==> src/rtl/paramul_pkg.sv <==
// Shared types for the paramul multiplier path: Booth digit set, control FSM
// states and the radix-4 digit decoder.
package paramul_pkg;
  localparam int PARAMUL_WIDTH = 32;

  typedef enum logic [2:0] {BOOTH_ZERO, BOOTH_P1, BOOTH_P2, BOOTH_M1, BOOTH_M2} booth_e;
  typedef enum logic [1:0] {IDLE, ACCUM, FIXUP, DONE} state_e;

  function automatic booth_e booth_decode(input logic [2:0] win);
    case (win)
      3'b001, 3'b010: return BOOTH_P1;
      3'b011:         return BOOTH_P2;
      3'b100:         return BOOTH_M2;
      3'b101, 3'b110: return BOOTH_M1;
      default:        return BOOTH_ZERO;
    endcase
  endfunction
endpackage

==> src/rtl/booth_csa_mul_seq_pp_sel.sv <==
// Radix-4 Booth partial-product selector. Negative digits emit the one's
// complement; the +1 is supplied later through neg_vec.
module booth_pp_sel
  import paramul_pkg::*;
#(
  parameter int WIDTH  = PARAMUL_WIDTH,
  parameter int SIGNED = 1,
  parameter int IW     = $clog2(WIDTH/2+2)
) (
  input  logic [WIDTH-1:0]   m,
  input  logic [2:0]         win,
  input  logic [IW-1:0]      idx,
  output logic [2*WIDTH-1:0] pp,
  output logic               neg
);
  localparam int PW = 2*WIDTH;

  booth_e        dig;
  logic          sgn;
  logic [PW-1:0] mx, x;

  always_comb begin
    dig = booth_decode(win);
    sgn = (SIGNED != 0) && m[WIDTH-1];
    // Extending before the x2 keeps the most-negative multiplicand exact.
    mx  = {{WIDTH{sgn}}, m};
    x   = '0;
    neg = 1'b0;
    case (dig)
      BOOTH_P1: x = mx;
      BOOTH_P2: x = mx << 1;
      BOOTH_M1: begin x = ~mx;        neg = 1'b1; end
      BOOTH_M2: begin x = ~(mx << 1); neg = 1'b1; end
      default:  x = '0;
    endcase
    pp = x << {idx, 1'b0};
  end
endmodule

==> src/rtl/booth_csa_mul_seq.sv <==
// Iterative radix-4 Booth multiplier front end: one 3:2 row per clock, result
// left as a carry-save pair for the downstream carry-propagate adder.
module booth_csa_mul_seq
  import paramul_pkg::*;
#(
  parameter int WIDTH  = PARAMUL_WIDTH,
  parameter int SIGNED = 1
) (
  input  logic               clk,
  input  logic               rst_n,
  input  logic               in_valid,
  output logic               in_ready,
  input  logic [WIDTH-1:0]   a_in,
  input  logic [WIDTH-1:0]   b_in,
  output logic               out_valid,
  input  logic               out_ready,
  output logic [2*WIDTH-1:0] sum_vec,
  output logic [2*WIDTH-1:0] carry_vec,
  output logic               busy
);
  localparam int PW     = 2*WIDTH;
  localparam int N_ITER = (SIGNED != 0) ? WIDTH/2 : WIDTH/2 + 1;
  localparam int IW     = $clog2(WIDTH/2+2);
  localparam logic [IW-1:0] LAST = IW'(N_ITER-1);

  state_e           state;
  logic [WIDTH-1:0] m, q;
  logic [IW-1:0]    i;
  logic [PW-1:0]    neg_vec;

  logic             ext, pp_neg;
  logic [WIDTH+2:0] qx;
  logic [2:0]       win;
  logic [PW-1:0]    pp, row_in, sum_nxt, carry_nxt;

  // Q[-1] = 0 at the bottom; two extension bits on top feed the last digits.
  assign ext = (SIGNED != 0) && q[WIDTH-1];
  assign qx  = {ext, ext, q, 1'b0};
  assign win = qx[{i, 1'b0} +: 3];

  booth_pp_sel #(.WIDTH(WIDTH), .SIGNED(SIGNED), .IW(IW)) u_pp_sel (
    .m   (m),
    .win (win),
    .idx (i),
    .pp  (pp),
    .neg (pp_neg)
  );

  assign row_in    = (state == FIXUP) ? neg_vec : pp;
  assign sum_nxt   = sum_vec ^ carry_vec ^ row_in;
  assign carry_nxt = ((sum_vec & carry_vec) | (sum_vec & row_in) | (carry_vec & row_in)) << 1;

  always_ff @(posedge clk or negedge rst_n) begin
    if (!rst_n) begin
      state     <= IDLE;
      m         <= '0;
      q         <= '0;
      i         <= '0;
      sum_vec   <= '0;
      carry_vec <= '0;
      neg_vec   <= '0;
      out_valid <= 1'b0;
      in_ready  <= 1'b1;
      busy      <= 1'b0;
    end else begin
      case (state)
        IDLE: if (in_valid) begin
          m         <= a_in;
          q         <= b_in;
          i         <= '0;
          sum_vec   <= '0;
          carry_vec <= '0;
          neg_vec   <= '0;
          in_ready  <= 1'b0;
          busy      <= 1'b1;
          state     <= ACCUM;
        end
        ACCUM: begin
          sum_vec   <= sum_nxt;
          carry_vec <= carry_nxt;
          if (pp_neg) neg_vec[{i, 1'b0}] <= 1'b1;
          if (i == LAST) state <= FIXUP;
          else           i     <= i + IW'(1);
        end
        FIXUP: begin
          sum_vec   <= sum_nxt;
          carry_vec <= carry_nxt;
          out_valid <= 1'b1;
          busy      <= 1'b0;
          state     <= DONE;
        end
        DONE: if (out_ready) begin
          out_valid <= 1'b0;
          in_ready  <= 1'b1;
          state     <= IDLE;
        end
        default: state <= IDLE;
      endcase
    end
  end
endmodule

==> config.mk <==
export PLATFORM = sky130hd
export DESIGN_NAME = booth_csa_mul_seq
export DESIGN_NICKNAME = d
export VERILOG_FILES = /design/src/rtl/paramul_pkg.sv /design/src/rtl/booth_csa_mul_seq_pp_sel.sv /design/src/rtl/booth_csa_mul_seq.sv
export SDC_FILE = /design/constraint.sdc
export NUM_CORES = 1
export LEC_CHECK = 0
export CORE_UTILIZATION = 51
export CTS_CLUSTER_DIAMETER = 200
export DETAILED_ROUTE_END_ITERATION = 8
export PLACE_DENSITY = 0.79
export SYNTH_ARGS = -nofsm -noshare
export SYNTH_HDL_FRONTEND = slang
export SYNTH_SLANG_ARGS = --single-unit
==> constraint.sdc <==
create_clock -name clk -period 4.1 [get_ports clk]
set_clock_uncertainty 0.05 [all_clocks]
set_input_delay 1.025 -clock clk [delete_from_list [all_inputs] [get_ports clk]]
set_output_delay 1.025 -clock clk [all_outputs]
set_load 0.02 [all_outputs]
==> reports/results.txt, run 1 <==
status = finished, violations left
failing checks = setup timing
area leader, netlist = dfrtp_1
number of global-route vias before repair = 13,100
Critical Path Start Type = flip-flop
Hold Path Class = in -> async
TritonCTS Sinks = 233
crit path launch = i[1]$_DFFE_PN0P_
most used cell, CP = buf_6
GRT Residual Overflow = 0
routed via count = 13,100
required time of the critical path = 4.52 ns
setup ws final = -0.498 ns
die area = 29,200 um2
CP delay by family, top = compound AO/OA/AOI/OAI gates
I/O Buffers = 197
Die H = 171 um
H-tree Lvls = 1
slowest stage cell, crit path = mux4_2
Syn Area/Cell = 9.96 um2
critical path type = reg -> reg
crit-path max cell delay = 0.61 ns
Max Root-Sink Buffers = 3
WHS = 0.407 ns
wire per inst = 21.7 um
Final Wtd Congestion = 0.986
share of layout cells above drive strength 1 = 34.8%
fin. max-slew vios = 0
pre-CTS setup slack = -0.660 ns
Post-CTS Hold Buffers = 0
Post-Syn Instances = 1,462
GRT Total Usage = 32.4%
Critical Path End = sum_vec[29]$_DFFE_PN0P_
count leader, synth = dfrtp_1
Antenna Cells = 0
Initial Util = 52.1%
reg-to-reg endpoint = sum_vec[29]$_DFFE_PN0P_
first-pass GRT wire length = 73,100 um
final instance area = 21,100 um2
Synth Flop Type = dfrtp_1
Yosys reg bits = 233
DP HPWL = 32,700 um
asr flop ratio synth = 100%
Final Net Count = 1,946
area delta synth->final = 44.8%
Syn Nets = 1,602
final setup fails = 110
maximum clock rate = 0.217 GHz
CTS root buffer = clkbuf_16
Commonest cells post-synth = 232 x dfrtp_1, 193 x nand2_1, 156 x o21ai_0
Yosys cell types = 76
clock latency on the worst-skew pair = 0.55 ns
final hold vios = 0
Syn. warnings = 0
die width = 171 um
clock slew at reported path FFs = 0.06 ns
CTS tree = built
top-area cell type share of the netlist area = 39.9%
Max-slew headroom = 16.4%
Initial DRC Count = 1,256
largest cells by area after synthesis = dfrtp_1 40%, fa_1 8.5%, mux2_2 6.3%
CP Max Fanout = 6
CP cell instances = buf_6 > buf_6 > mux4_2 > a2111o_1 > or2_4 > buf_12 > xnor2_4 > buf_6 > o211ai_1 > mux4_2 > nor2_2 > a21oi_2 > buf_4 > and2_4 > o21ai_4 > fa_2 > o21ai_1
Levels on crit path = 17
Finished Core Util = 75.5%
synthesized area = 14,600 um2
placed cell area = 18,100 um2
core area = 27,900 um2
initial antenna violation count = 0
final WL = 47,800 um
Layout fillers = 1,808
ANT nets after route = 0
via/cell ratio = 5.94
Crit. End Element = flip-flop
Seq/Total Area, Yosys = 40.0%
number of synthesized flops with an enable pin = 0
io pins = 199
worst r2r src = i[1]$_DFFE_PN0P_
Worst Path Arrival = 5.02 ns
worst slew pin tran = 1.24 ns
Final period util = 112%
Placement Rows = 61
reg2reg path depth = 17
total CTS buffers = 25
number of buffers and inverters on the critical path = 5
RSZ-0062 raised after global routing = true
Detailed Routing Iterations Pass 1 = 5
Min Clock Period, post-route = 4.60 ns
largest net degree at the start of global routing = 87
Max-Cap Viols = 0
Reg2Reg Setup Slack = -0.50 ns
DRC violations left = 0
routing by layer:
layer	wire length [um]	global-route usage (%)	vias to the layer above
li1	-	-	5756
met1	19100	42.7	6590
met2	23200	53.0	603
met3	3070	5.00	141
met4	2480	14.1	0
met5	0	0	-
registers in the layout, summed over array words and instances, names as in the netlist:
name and flops:
in_ready 1, busy 1, carry_vec 63, neg_vec 32, state 2, sum_vec 64, i 5, q 32
out_valid 1, m 32
per-stage QoR:
step / TNS, ns / cells
after CTS: -20.41 / 2179
after detailed placement: -48.28 / 2100
final: -30.63 / 2203
after floorplan: -0.160 / 1462
after global placement: -38.95 / 2100
after global routing: -44.78 / 2203
worst min-delay path by stage:
stage | slack (ns) | cells past startpoint | from | endpoint
5_1_grt | 0.47 | 1 | q[6]$_DFFE_PN0P_ | q[6]$_DFFE_PN0P_
3_3_place_gp | 0.43 | 2 | neg_vec[24]$_DFFE_PN0P_ | neg_vec[24]$_DFFE_PN0P_
6_report | 0.41 | 1 | rst_n | sum_vec[42]$_DFFE_PN0P_
3_5_place_dp | 0.44 | 2 | neg_vec[24]$_DFFE_PN0P_ | neg_vec[24]$_DFFE_PN0P_
2_1_floorplan | 0.41 | 2 | neg_vec[48]$_DFFE_PN0P_ | neg_vec[48]$_DFFE_PN0P_
4_1_cts | 0.45 | 1 | rst_n | sum_vec[42]$_DFFE_PN0P_
cell type report:
class	instances	area (um2)	area share (%)
clock buffer	39	768	3.64
clock inverter	7	103	0.486
inverter	134	503	2.38
multi-input combinational	980	9210	43.7
sequential	233	5830	27.7
tap	378	473	2.24
timing repair buffer	432	4200	19.9
kinds of logic after synthesis:
group	after synthesis	synth area share, %
other	1	0.0257
adders and majority gates	72	9.38
and+or+nand+nor	372	11.6
AOI/OAI and AO/OA	345	15.1
DFF	233	40.0
xor gates and xnor gates	36	2.42
buffers and inverters	250	7.21
muxes	153	14.2
worst reg2reg max path: stages (launching register included):
cell	delay (ns)
dfrtp_2	0.45
buf_6	0.15
buf_6	0.11
mux4_2	0.30
a2111o_1	0.39
or2_4	0.34
buf_12	0.17
xnor2_4	0.26
buf_6	0.16
o211ai_1	0.21
mux4_2	0.61
nor2_2	0.16
a21oi_2	0.06
buf_4	0.17
and2_4	0.16
o21ai_4	0.18
fa_2	0.47
o21ai_1	0.14
what timing repair did:
action / in CTS / in global routing
setup endpoints to repair: 119 / 120
buffers inserted: 38 / 30
pin swaps: 100 / 107
resized for setup: 247 / 191
gates cloned: 6 / 0
cells in the final DEF (no fill, tap or decap), types with 8 or more instances in the layout:
cell	count
inv_1	131
mux2_2	73
clkdlybuf4s50_1	196
clkbuf_16	25
fa_2	31
and2_1	8
o21ai_0	54
o21ai_2	30
nand2_1	179
mux4_2	35
a22oi_2	14
fa_1	31
mux2i_2	8
nor2_1	57
mux2i_1	15
o211ai_1	13
a22o_1	10
buf_4	163
mux2i_4	14
mux2_4	8
a21oi_1	41
a221oi_4	13
a31oi_1	8
xor2_1	16
a21oi_2	16
xnor2_1	15
ha_1	10
dfrtp_1	230
buf_6	50
o21ai_1	69
clkbuf_8	9
nand2_2	8
nor3_1	11
nand3_1	25
nor4_4	15
buf_12	17
Power of run 1 is not shown: default switching activity piles up to over one toggle a cycle in this logic, so the estimate is an artifact.
==> run 2: changes to the inputs <==
--- a/config.mk
+++ b/config.mk
@@ -5,10 +5,12 @@
 export SDC_FILE = /design/constraint.sdc
 export NUM_CORES = 1
 export LEC_CHECK = 0
+export CORE_ASPECT_RATIO = 0.7
 export CORE_UTILIZATION = 51
 export CTS_CLUSTER_DIAMETER = 200
 export DETAILED_ROUTE_END_ITERATION = 8
 export PLACE_DENSITY = 0.79
+export RECOVER_POWER = 50
 export SYNTH_ARGS = -nofsm -noshare
 export SYNTH_HDL_FRONTEND = slang
 export SYNTH_SLANG_ARGS = --single-unit
==> reports/results.txt, run 2 (synthesized netlist as in run 1, its figures left out) <==
status = finished, violations left
failing checks = capacitance limit, slew limit, setup timing
slowest stage cell, crit path = fa_1
Hold Path Class = reg -> reg
share of layout cells above drive strength 1 = 33.6%
required time of the critical path = 4.45 ns
GRT Residual Overflow = 0
Initial DRC Count = 1,480
io pins = 199
Critical Path Start Type = flip-flop
Top Registers = sum_vec x64, carry_vec x63
crit-path max cell delay = 0.52 ns
Final period util = 113%
total CTS buffers = 24
Layout fillers = 1,832
number of global-route vias before repair = 12,800
Final Net Count = 1,945
largest net degree at the start of global routing = 102
setup TNS = -32.10 ns
initial antenna violation count = 0
final WL = 50,000 um
worst slew pin tran = 2.70 ns
Max Root-Sink Buffers = 3
critical path type = reg -> reg
Placement Rows = 51
first-pass GRT wire length = 75,700 um
GRT Total Usage = 33.8%
Finished Core Util = 74.7%
Detailed Routing Iterations Pass 1 = 6
Antenna Cells = 0
Worst Path Arrival = 4.98 ns
clock latency on the worst-skew pair = 0.54 ns
Seq. cell area = 5830 um2
met2 GRT Util = 49.5%
met1 global-route usage = 48.9%
die width = 204 um
most flop-heavy register = sum_vec
final hold vios = 0
setup ws final = -0.526 ns
DRC violations left = 0
CP Max Fanout = 6
CTS root buffer = clkbuf_16
I/O Buffers = 197
met3 Use GR = 11.1%
via/cell ratio = 6.05
H-tree Lvls = 1
wire per inst = 22.8 um
Initial Util = 52.1%
max reg flops = 64
core area = 27,900 um2
fin. max-slew vios = 168
DP HPWL = 33,900 um
ANT nets after route = 0
final setup fails = 116
final instance area = 20,900 um2
routed via count = 13,300
CP cell instances = buf_6 > mux2_4 > and3_4 > a2111o_1 > or2_4 > buf_6 > or3_4 > buf_6 > o221ai_4 > mux4_2 > nor2_2 > a21oi_2 > buf_4 > a21oi_2 > a221o_1 > fa_1 > o21ai_1
Min Clock Period, post-route = 4.63 ns
busiest layer in global routing = met2
placed cell area = 18,100 um2
Die H = 143 um
Crit. End Element = flip-flop
clock slew at reported path FFs = 0.06 ns
most used cell, CP = buf_6
Max-Cap Viols = 2
commonest non-fill, non-tap cell in the layout = dfrtp_1
die area = 29,200 um2
maximum clock rate = 0.216 GHz
Final Wtd Congestion = 0.987
CTS tree = built
TritonCTS Sinks = 233
Multi-input gate area = 9110 um2
RSZ-0062 raised after global routing = true
commonest non-fill, non-tap cells in the layout = 231 x dfrtp_1, 195 x clkdlybuf4s50_1, 177 x nand2_1, 172 x buf_4, 132 x inv_1
Max-slew headroom = -80.0%
area delta synth->final = 43.4%
-- run 2: cell count changes in the layout (fill, tap and decap cells not counted), moves of 4 or more --
cell,before,now
mux2i_2,8,4
clkbuf_8,9,1
buf_6,50,38
clkbuf_2,0,4
clkinv_2,3,7
buf_4,163,172
o21ai_0,54,50
mux2i_1,15,19
a21oi_1,41,46
a21oi_2,16,11
-- run 2: area by class of cell --
cell class	instances	share of cell area (%)
clock buffer	30	3.13
clock inverter	14	0.857
inverter	134	2.41
multi-input combinational	979	43.6
sequential	233	27.9
tap	371	2.22
timing repair buffer	433	19.8
-- run 2: what timing repair did --
item	CTS	global route
resized for setup	200	206
endpoints found under the setup margin	121	120
hold buffers	0	0
cloned	2	2
buffers inserted	42	25
pin swaps	85	98
-- run 2: worst max-delay path: cells and delay by family (launching register included) --
kind,cells,cell delay (ns)
buffers and inverters,4,0.58
muxes,2,0.65
and+or+nand+nor,4,0.97
adders and majority gates,1,0.52
DFF,1,0.46
AOI/OAI and AO/OA,6,1.25
-- run 2: per-layer routing --
layer | vias up | wire [um] | share of wire (%)
li1 | 5766 | - | -
met1 | 6680 | 21100 | 42
met2 | 706 | 22100 | 44
met3 | 126 | 5460 | 11
met4 | 0 | 1340 | 2.7
met5 | - | 0 | 0
-- run 2: path summary, 6_finish.rpt --
path	from	to	slack (ns)	cells past startpoint
hold reg to reg	neg_vec[48]$_DFFE_PN0P_	neg_vec[48]$_DFFE_PN0P_	0.45	2
max in group asynchronous	rst_n	sum_vec[20]$_DFFE_PN0P_	0.50	2
setup / recovery	i[1]$_DFFE_PN0P_	sum_vec[61]$_DFFE_PN0P_	-0.53	17
min in group asynchronous	rst_n	q[0]$_DFFE_PN0P_	1.24	1
hold / removal	neg_vec[48]$_DFFE_PN0P_	neg_vec[48]$_DFFE_PN0P_	0.45	2
setup reg to reg	i[1]$_DFFE_PN0P_	sum_vec[61]$_DFFE_PN0P_	-0.53	17
-- run 2: through the flow --
step                      setup slack (ns)  instances  hold WS, ns
after CTS                           -0.416       2171        0.443
final                               -0.526       2194        0.450
after global placement              -0.715       2088        0.419
after floorplan                    -0.0356       1462        0.405
after global routing                -0.613       2194        0.472
after detailed placement            -0.819       2088        0.428
Power of run 2 is left out for the same reason.
==> run 3: changes to the inputs <==
--- a/config.mk
+++ b/config.mk
@@ -6,6 +6,7 @@
 export NUM_CORES = 1
 export LEC_CHECK = 0
 export CORE_ASPECT_RATIO = 0.7
+export CORE_MARGIN = 2
 export CORE_UTILIZATION = 51
 export CTS_CLUSTER_DIAMETER = 200
 export DETAILED_ROUTE_END_ITERATION = 8
==> reports/results.txt, run 3 (synthesized netlist as in run 1, its figures left out) <==
status = finished, violations left
failing checks = capacitance limit, slew limit, setup timing
max reg flops = 64
via/cell ratio = 6.13
routed via count = 13,500
Layout fillers = 1,810
Antenna Cells = 0
share of layout cells above drive strength 1 = 34.2%
setup TNS = -30.73 ns
Worst Path Arrival = 4.96 ns
area delta synth->final = 44.1%
required time of the critical path = 4.46 ns
fin. max-slew vios = 85
RSZ-0062 raised after global routing = true
wire per inst = 23.3 um
die width = 206 um
Top Registers = sum_vec x64, carry_vec x63
Final period util = 112%
Min Clock Period, post-route = 4.60 ns
number of global-route vias before repair = 13,200
WHS = 0.458 ns
largest net degree at the start of global routing = 85
final WL = 51,500 um
most flop-heavy register = sum_vec
core area = 27,900 um2
total CTS buffers = 24
critical path type = reg -> reg
DP HPWL = 34,400 um
worst r2r src = i[0]$_DFFE_PN0P_
ANT nets after route = 0
number of buffers and inverters on the critical path = 6
CTS root buffer = clkbuf_16
io pins = 199
GRT Residual Overflow = 0
slowest stage cell, crit path = mux4_2
CTS tree = built
pre-CTS setup slack = -0.595 ns
commonest non-fill, non-tap cell in the layout = dfrtp_1
Initial DRC Count = 1,508
Critical Path Start Type = flip-flop
CP cell instances = mux4_2 > a2111o_1 > or2_4 > buf_8 > buf_12 > buf_16 > nor4_4 > a221oi_4 > buf_6 > mux4_2 > buf_6 > mux2i_1 > buf_4 > a21oi_4 > o21ai_2 > fa_2 > a22o_1
setup ws final = -0.504 ns
hold_sp = neg_vec[48]$_DFFE_PN0P_
CP Max Fanout = 5
Max Root-Sink Buffers = 3
final hold vios = 0
maximum clock rate = 0.217 GHz
clock latency on the worst-skew pair = 0.55 ns
first-pass GRT wire length = 76,200 um
Initial Util = 52.1%
Final Wtd Congestion = 0.988
H-tree Lvls = 1
initial antenna violation count = 0
DRC violations left = 0
I/O Buffers = 197
Placement Rows = 51
Detailed Routing Iterations Pass 1 = 8
die area = 29,900 um2
GRT Total Usage = 33.0%
commonest non-fill, non-tap cells in the layout = 231 x dfrtp_1, 195 x clkdlybuf4s50_1, 177 x buf_4, 176 x nand2_1, 132 x inv_1
Post-CTS Hold Buffers = 0
Crit. End Element = flip-flop
Hold Path Class = reg -> reg
crit-path max cell delay = 0.55 ns
clock slew at reported path FFs = 0.07 ns
crit path launch = i[0]$_DFFE_PN0P_
Max-slew headroom = -50.2%
Max-Cap Viols = 1
Die H = 145 um
final setup fails = 112
Final Net Count = 1,958
TritonCTS Sinks = 233
CP delay by family, top = multiplexers
worst slew pin tran = 2.25 ns
run 3: cell type report:
| class | count | area (um2) | area share [%] |
|---|---|---|---|
| clock buffers | 36 | 737 | 3.51 |
| well taps | 371 | 464 | 2.21 |
| multi-input cells | 981 | 9070 | 43.2 |
| clock inverters | 8 | 146 | 0.698 |
| inverters | 134 | 503 | 2.40 |
| repair buffers | 444 | 4230 | 20.2 |
| flip-flops and latches | 233 | 5830 | 27.8 |
run 3: timing repair:
item | 4_1_cts | 5_1_grt
gates cloned | 4 | 3
resized for setup | 229 | 160
buffers inserted | 29 | 40
endpoints found under the hold margin | 0 | 0
pin swaps | 113 | 60
endpoints found under the setup margin | 121 | 122
run 3: tightest hold or removal path: stages (launching register included):
cell,delay [ns]
dfrtp_1,0.35
a21oi_1,0.05
nor2_1,0.07
run 3: through the flow:
stage	instances	utilization, %	instance area [um2]
6_report	2207	75.1	21000
5_1_grt	2207	75.1	21000
4_1_cts	2169	71.9	20100
3_5_place_dp	2099	64.8	18100
3_3_place_gp	2099	64.8	18100
2_1_floorplan	1462	-	14800
run 3: path summary, 6_finish.rpt:
| check | to | slack (ns) | cells after the start |
|---|---|---|---|
| setup / recovery | sum_vec[62]$_DFFE_PN0P_ | -0.50 | 17 |
| hold / removal | neg_vec[48]$_DFFE_PN0P_ | 0.46 | 2 |
| setup reg to reg | sum_vec[62]$_DFFE_PN0P_ | -0.50 | 17 |
| hold reg to reg | neg_vec[48]$_DFFE_PN0P_ | 0.46 | 2 |
| max in group asynchronous | sum_vec[33]$_DFFE_PN0P_ | 0.88 | 2 |
| min in group asynchronous | q[30]$_DFFE_PN0P_ | 1.06 | 1 |
run 3: routing by layer:
layer	GRT usage, %	vias to the layer above	share of wire [%]
met2	47.4	828	43
met3	12.0	139	13
li1	-	5790	-
met5	1.14	-	0.080
met1	48.1	6759	41
met4	6.71	2	2.8
Power of run 3 is left out for the same reason.
